===== src/rtl/hp_cvtws_seq.sv =====
// rtl/hp_cvtws_seq.sv - multi-cycle bfloat16 to signed integer converter, round-to-nearest-even
//
// Ports:
//   clk, rst            clock; synchronous active-high reset
//   in_valid/in_ready   operand handshake; in_ready high only while idle
//   in                  float operand {sign, exp, frac}
//   out_valid/out_ready result handshake
//   out                 signed INTn-bit result (saturated when out of range)
//   inexact             result differs from the exact value
//   invalid             NaN, infinity or out-of-range input
module hp_cvtws_seq #(
  parameter int INTn = 32,
  parameter int NEXP = 8,
  parameter int NSIG = 7
) (
  input  logic                   clk,
  input  logic                   rst,
  input  logic                   in_valid,
  output logic                   in_ready,
  input  logic [NEXP+NSIG:0]     in,
  output logic                   out_valid,
  input  logic                   out_ready,
  output logic [INTn-1:0]        out,
  output logic                   inexact,
  output logic                   invalid
);

  localparam int EW = NEXP + 2;
  localparam logic signed [EW-1:0] BIAS_W = EW'((2 ** (NEXP - 1)) - 1);
  localparam logic signed [EW-1:0] NSIG_W = EW'(NSIG);
  localparam logic signed [EW-1:0] E_SAT  = EW'(INTn - 1);
  localparam logic signed [EW-1:0] E_LO   = -EW'(2);
  localparam logic [INTn-1:0] INT_MAX = {1'b0, {(INTn-1){1'b1}}};
  localparam logic [INTn-1:0] INT_MIN = {1'b1, {(INTn-1){1'b0}}};

  typedef enum logic [2:0] {IDLE, CLASSIFY, ALIGN, ROUND, DONE} state_t;
  state_t state, state_nxt;

  logic            sign_r;
  logic [NEXP-1:0] exp_r;
  logic [NSIG-1:0] frac_r;
  logic [INTn-1:0] mag;
  logic            guard, sticky;
  logic [EW-1:0]   k;
  logic            shl;

  // Unbiased exponent and signed distance from the integer-aligned position.
  logic signed [EW-1:0] e_c, d_c;
  logic [EW-1:0]        k_abs;
  logic                 exp_zero, exp_ones, frac_zero;
  logic                 is_special;
  logic                 inc;
  logic [INTn-1:0]      rounded;

  always_comb begin
    e_c        = $signed({2'b00, exp_r}) - BIAS_W;
    d_c        = e_c - NSIG_W;
    k_abs      = d_c[EW-1] ? EW'(-d_c) : EW'(d_c);
    exp_zero   = (exp_r == '0);
    exp_ones   = (exp_r == '1);
    frac_zero  = (frac_r == '0);
    is_special = exp_zero || exp_ones || (e_c >= E_SAT) || (e_c <= E_LO);
    inc        = guard && (sticky || mag[0]);
    rounded    = mag + INTn'(inc);
  end

  // State register
  always_ff @(posedge clk) begin
    if (rst) state <= IDLE;
    else     state <= state_nxt;
  end

  // Next-state logic
  always_comb begin
    state_nxt = state;
    case (state)
      IDLE:     if (in_valid) state_nxt = CLASSIFY;
      CLASSIFY: begin
        if (is_special)      state_nxt = DONE;
        else if (k_abs == 0) state_nxt = ROUND;
        else                 state_nxt = ALIGN;
      end
      ALIGN:    if (k == EW'(1)) state_nxt = ROUND;
      ROUND:    state_nxt = DONE;
      DONE:     if (out_ready) state_nxt = IDLE;
      default:  state_nxt = IDLE;
    endcase
  end

  // Handshake outputs
  always_comb begin
    in_ready  = (state == IDLE);
    out_valid = (state == DONE);
  end

  // Datapath
  always_ff @(posedge clk) begin
    if (rst) begin
      sign_r  <= 1'b0;
      exp_r   <= '0;
      frac_r  <= '0;
      mag     <= '0;
      guard   <= 1'b0;
      sticky  <= 1'b0;
      k       <= '0;
      shl     <= 1'b0;
      out     <= '0;
      inexact <= 1'b0;
      invalid <= 1'b0;
    end else begin
      case (state)
        IDLE: if (in_valid) begin
          sign_r <= in[NEXP+NSIG];
          exp_r  <= in[NEXP+NSIG-1:NSIG];
          frac_r <= in[NSIG-1:0];
        end
        CLASSIFY: begin
          mag    <= {{(INTn-NSIG-1){1'b0}}, 1'b1, frac_r};
          guard  <= 1'b0;
          sticky <= 1'b0;
          k      <= k_abs;
          shl    <= !d_c[EW-1];
          if (exp_zero) begin
            // zero (either sign) is exact; subnormals flush to zero
            out     <= '0;
            inexact <= !frac_zero;
            invalid <= 1'b0;
          end else if (exp_ones && !frac_zero) begin
            out     <= INT_MAX;
            inexact <= 1'b0;
            invalid <= 1'b1;
          end else if (e_c >= E_SAT) begin
            // -2^(INTn-1) itself is representable and therefore not invalid
            out     <= sign_r ? INT_MIN : INT_MAX;
            inexact <= 1'b0;
            invalid <= !(sign_r && (e_c == E_SAT) && frac_zero);
          end else if (e_c <= E_LO) begin
            out     <= '0;
            inexact <= 1'b1;
            invalid <= 1'b0;
          end
        end
        ALIGN: begin
          k <= k - EW'(1);
          if (shl) begin
            mag <= {mag[INTn-2:0], 1'b0};
          end else begin
            mag    <= {1'b0, mag[INTn-1:1]};
            guard  <= mag[0];
            sticky <= sticky | guard;
          end
        end
        ROUND: begin
          out     <= sign_r ? (~rounded + INTn'(1)) : rounded;
          inexact <= guard | sticky;
          invalid <= 1'b0;
        end
        default: ;
      endcase
    end
  end

endmodule


===== config.mk =====
export PLATFORM = sky130hd
export DESIGN_NAME = hp_cvtws_seq
export DESIGN_NICKNAME = d
export VERILOG_FILES = /design/src/rtl/hp_cvtws_seq.sv
export SDC_FILE = /design/constraint.sdc
export NUM_CORES = 1
export LEC_CHECK = 0
export ABC_AREA = 0
export BUFFER_PORTS_ARGS = -buffer_cell sky130_fd_sc_hd__clkbuf_2
export CAP_MARGIN = 20
export CORE_ASPECT_RATIO = 1.25
export CORE_MARGIN = 8
export CORE_UTILIZATION = 28
export CTS_CLUSTER_SIZE = 28
export DETAILED_ROUTE_END_ITERATION = 8
export GPL_ROUTABILITY_DRIVEN = 1
export HOLD_SLACK_MARGIN = 0.06
export PLACE_DENSITY = 0.48
export SLEW_MARGIN = 20
export SYNTH_ARGS = -nofsm -noshare
export SYNTH_HDL_FRONTEND = slang
export SYNTH_SLANG_ARGS = --single-unit

===== constraint.sdc =====
create_clock -name clk -period 4.31 [get_ports clk]
set_clock_uncertainty 0.05 [all_clocks]
set_input_delay 0.431 -clock clk [delete_from_list [all_inputs] [get_ports clk]]
set_output_delay 0.431 -clock clk [all_outputs]
set_load 0.03 [all_outputs]

* Word-level counts from Yosys, hierarchy flattened
Cells that the tools add are included.
** Cells by class
- Reduce and logical (&&, ||, !) cells :: 21
- Magnitude comparators :: 2
- Add/sub/neg operators :: 6
- Bitwise gates (word level) :: 2
- Eq/ne operators :: 12
- Multiplexer cells :: 31
** Operator list (number)
- two-way mux 32 bit :: 7
- case mux 32 bit (2 select lines) :: 2
- adder 32 x 1 -> 32 bit :: 1
- adder 32 x 1 -> 32 bit (second input constant) :: 1
- inverter 32 bit :: 1
- case mux 10 bit (2 select lines) :: 1
- case mux 3 bit (5 select lines) :: 1
- two-way mux 3 bit :: 4
- two-way mux 1 bit :: 11
- equality test 10 x 1 -> 1 bit (second input constant) :: 1
- logical NOT 10 bit :: 1
- two-way mux 10 bit :: 1
- negator 10 bit :: 1
- subtractor 10 x 1 -> 10 bit (second input constant) :: 1
- subtractor 9 x 4 -> 10 bit (second input constant) :: 1
- equality test 9 x 6 -> 1 bit (second input constant) :: 1
- >= comparator 9 x 6 -> 1 bit (second input constant) :: 1
- less-or-equal comparator 9 x 2 -> 1 bit (second input constant) :: 1
- subtractor 8 x 7 -> 9 bit (second input constant) :: 1
- equality test 8 bit (second input constant) :: 1
- logical NOT 8 bit :: 1
- case mux 1 bit (2 select lines) :: 4
- logical NOT 7 bit :: 1
- equality test 3 x 2 -> 1 bit (second input constant) :: 2
- other kinds (13) :: 26
** Word-level totals
- Bits of input ports :: 20
- Register bits :: 98
- Logic and storage cells :: 86
- Output and inout bits :: 36

* Logic depth before layout (Yosys ltp)
- Word-level depth :: 9
- Depth in mapped cells :: 13
- Gate-level depth less buffers :: 10

* Least setup slack after synthesis
OpenSTA, ideal clock, no wires.
- Kind :: reg-to-reg
- From :: reg guard
- To :: reg out[23]
- Buffers on the path :: 2
- Cell stages (with the launch flop) :: 13
- Setup slack :: 1.148 ns
- Arrival :: 2.981 ns
- Library setup time :: 0.131 ns
- Data required time :: 4.129 ns
- Clock period less this slack :: 3.162 ns
- Path through :: dfxtp_1 > buf_2 > and2_1 > ha_1 > nand2_1 > nor4_1 > xnor2_1 > nand4_1 > or4b_1 > buf_6 > o21ai_0 > mux2i_1 > o31ai_1
** On the way
- Cells in the longest elaborated chain, start to end :: 6
** Ends and longest elaborated chain
- start: declaration :: line 43 : logic guard, sticky;
- start signal: assignment :: line 149 : guard <= mag[0];
- logical AND 1 bit * :: line 63 : inc = guard && (sticky || mag[0]);
- adder 32 x 1 -> 32 bit * :: line 64 : rounded = mag + INTn'(inc);
- inverter 32 bit :: line 154 : out <= sign_r ? (~rounded + INTn'(1)) : rounded;
- adder 32 x 1 -> 32 bit :: line 154
- two-way mux 32 bit * :: line 154
- case mux 32 bit (2 select lines) * :: line 111 : case (state)
- end signal: assignment :: line 134 : out <= sign_r ? INT_MIN : INT_MAX;
- end signal: assignment :: line 154
- end: declaration :: line 23 : output logic [INTn-1:0] out,
Mark *: on every way between the ends. The rest lies on a longest branch, timed or not.
A chain may end at the register's enable or synchronous reset.

* Worst setup path after layout
Ends and elaborated chain as after synthesis.

==> key figures <==
Finish
  • Final #Nets: 980
  • Fillers: 2769
  • Most frequent cells in the layout: 127 x nor2_1, 97 x dfxtp_1, 90 x nand2_1
  • Diode count: 0
  • Area growth syn-to-layout: 9.46%
  • Final instance area: 0.00788 mm^2
  • Final non-filler cell total: 1291
  • Commonest non-fill, non-tap cell in the layout: nor2_1
  • Layout cells sized above 1: 0.121

Placed design
  • RePlAce Congestion: 0.861
  • DP Area: 0.00757 mm^2
  • Final HPWL DP: 15700 um
  • Number of I/O port buffers: 55
  • Placed cells: 1275

Drt
  • Violation count after the first detailed-routing iteration: 460
  • Post-DR vias/cell: 5.31
  • Via count: 6860
  • Final ANT Viol Nets: 0
  • Drt pass-1 iters: 7
  • DRC: 0
  • DR WL/cell: 16.9 um
  • Routed wire length: 21800 um

Clock network
  • Clk buf depth: 2
  • CTS clk-pin slew, worst paths: 0.07 ns
  • Post-cts sizing count: 0
  • CTS Root Cell: clkbuf_16
  • Post-cts hold buffer count: 0
  • Clock insertion delay at the later pin of the skew report: 0.35 ns
  • CTS sink cnt: 98
  • H-Tree Level Count: 3
  • Total CTS buffers: 9
  • CTS tree: yes
  • Post-CTS setup buffers: 0

Outcome
  • Status: finished clean

Worst setup path
  • CP endpoint kind: register
  • CP top delay family: simple AND/OR/NAND/NOR gates
  • Buffers and inverters on the worst path: 0
  • Critical path type: reg2reg
  • Slowest CP cell: or4b_1
  • WP data arrival: 4.02 ns
  • Top fanout value on the critical path: 13
  • Startpoint types: register
  • Worst path max stage delay: 0.74 ns
  • Worst EP required: 4.47 ns
  • CP Cell Sequence: and2_1 -> ha_1 -> nand2_1 -> nor4_2 -> xnor2_1 -> nand4_1 -> or4b_1 -> o21ai_0 -> mux2i_1 -> o31ai_1

Floorplan
  • Initial Util: 0.284
  • Area of the core: 0.0253 mm^2
  • Die X: 159 um
  • IO Pins: 56
  • Chip height: 195 um
  • DIE AREA: 0.0311 mm^2
  • Cell row count: 65

Pwr
  • Internal: 1.63 mW
  • Switching share of power: 0.330
  • Max VDD drop: 0.160 mV
  • Sw Pwr: 802 uW
  • Seq pwr share: 0.427
  • Comb power frac: 0.221
  • Total power: 2.43 mW
  • Lkg Pwr: 2.78 nW
  • Pwr dens: 309 mW/mm^2
  • Clock Power Share: 0.352

Min path
  • Worst Hold Class: in2reg

Global route
  • First-pass GRT wire length: 35200 um
  • Largest net degree at the start of global routing: 75
  • GRT Overall Usage: 0.137
  • Grt total ovfl: 0
  • Initial antenna violation count: 0
  • Vias in the first global route: 6368

STA
  • Fin crit share: 0.896
  • Final setup TNS: 0 ns
  • Worst Max-Slew Pin Slew: 1.00 ns
  • Setup-failing EPs final: 0
  • Final hold vios: 0
  • Worst hold slack: 0.238 ns
  • F_max: 259 MHz
  • Min Clock Period, post-route: 3.86 ns
  • Max-slew headroom: 0.331
  • Unrepaired setup endpoints after global routing: false
  • Slew Viols, Final: 0

Synth
  • FF+latch count, synth: 98
  • Mapped Nets: 986
  • Yosys cell types: 87
  • Post-Syn Area: 0.00720 mm^2
  • Asr flop ratio synth: 0
  • Cell count after synthesis: 957
  • Yosys warns: 0
  • Mean area per synthesized cell: 7.52 um^2
  • EDFF count, synth: 0
  • Register area share after synthesis: 0.273
  • Synth Flop Type: dfxtp_1

Flow run
  • MaxCap Viol Count: 0
power by group through the flow:
stage / Combinational [mW] / Sequential (mW) / Clock, mW
after global placement: 0.542 / 1.06 / 0
after floorplan: 0.353 / 1.09 / 0
after CTS: 0.546 / 1.04 / 0.890
after detailed placement: 0.543 / 1.06 / 0
after global routing: 0.594 / 1.05 / 0.933
final: 0.538 / 1.04 / 0.857
state kept, by name, summed over array words and instances, names as in the netlist:
register  cells
out          32
sign_r        1
exp_r         8
k            10
mag          32
sticky        1
guard         1
inexact       1
shl           1
state         3
frac_r        7
invalid       1
cells in the mapped netlist (all sizes together), types with 5 or more instances:
cell type,n,area (um^2)
nor4,23,156
nor3b,5,42.5
or4,8,60.1
mux2i,38,380
nor3,35,180
nor2,130,493
xnor2,48,420
o211ai,6,45.0
and3,12,75.1
ha,9,113
a31oi,12,75.1
xor2,23,209
dfxtp,98,1960
nand3,28,163
inv,15,56.3
o21ai,58,294
nand4,23,180
buf,33,229
and4,10,90.1
nor2b,5,31.3
nand2,91,344
o31a,5,43.8
o31ai,5,51.3
a21oi,85,429
a221oi,14,123
and2,10,62.6
clkbuf,51,191
metrics by stage:
step | setup slack [ns] | util
2_1_floorplan | 1.15 | -
3_3_place_gp | 0.606 | 0.299
3_5_place_dp | 0.503 | 0.299
4_1_cts | 0.500 | 0.311
5_1_grt | 0.176 | 0.311
6_report | 0.450 | 0.311
path summary, 6_finish.rpt:
| path | end | depth (start not counted) | slack, ns | startpoint |
|---|---|---|---|---|
| setup reg to reg | out[23]$_SDFFE_PP0P_ | 10 | 0.45 | guard$_SDFFE_PP0P_ |
| setup / recovery | out[23]$_SDFFE_PP0P_ | 10 | 0.45 | guard$_SDFFE_PP0P_ |
| hold reg to reg | frac_r[5]$_SDFFE_PP0P_ | 2 | 0.43 | frac_r[5]$_SDFFE_PP0P_ |
| hold / removal | exp_r[4]$_SDFFE_PP0P_ | 3 | 0.24 | in[11] |
cell type report:
class	instances	area [um^2]	share of cell area
timing repair buffer	67	365	0.0464
tap	335	419	0.0532
clock inverter	3	46.3	0.00588
multi-input combinational	759	4760	0.605
inverter	16	60.1	0.00763
clock buffer	13	260	0.0330
sequential	98	1960	0.249
cells by family (layout without fill, tap and decap cells):
kind of cell | count (synthesis) | in the layout | synth area share
mux | 41 | 41 | 0.0576
fa+ha+maj | 9 | 9 | 0.0156
flops | 98 | 98 | 0.273
compound gates | 243 | 243 | 0.223
xor+xnor | 71 | 71 | 0.0875
buf+inv | 100 | 99 | 0.0668
simple gates | 395 | 395 | 0.277
metal layers:
metal	routed length, um	global-route usage	vias to the layer above
met3	847	0.0263	22
met1	10600	0.182	3234
li1	-	-	3452
met2	10100	0.219	152
met5	0	0	-
met4	323	0.0441	0
worst reg2reg max path: stages (launching register included):
cell	delay, ns
dfxtp_1	0.55
and2_1	0.19
ha_1	0.52
nand2_1	0.24
nor4_2	0.42
xnor2_1	0.28
nand4_1	0.14
or4b_1	0.74
o21ai_0	0.28
mux2i_1	0.22
o31ai_1	0.08
Note: power is estimated with default switching activity, not from simulation.
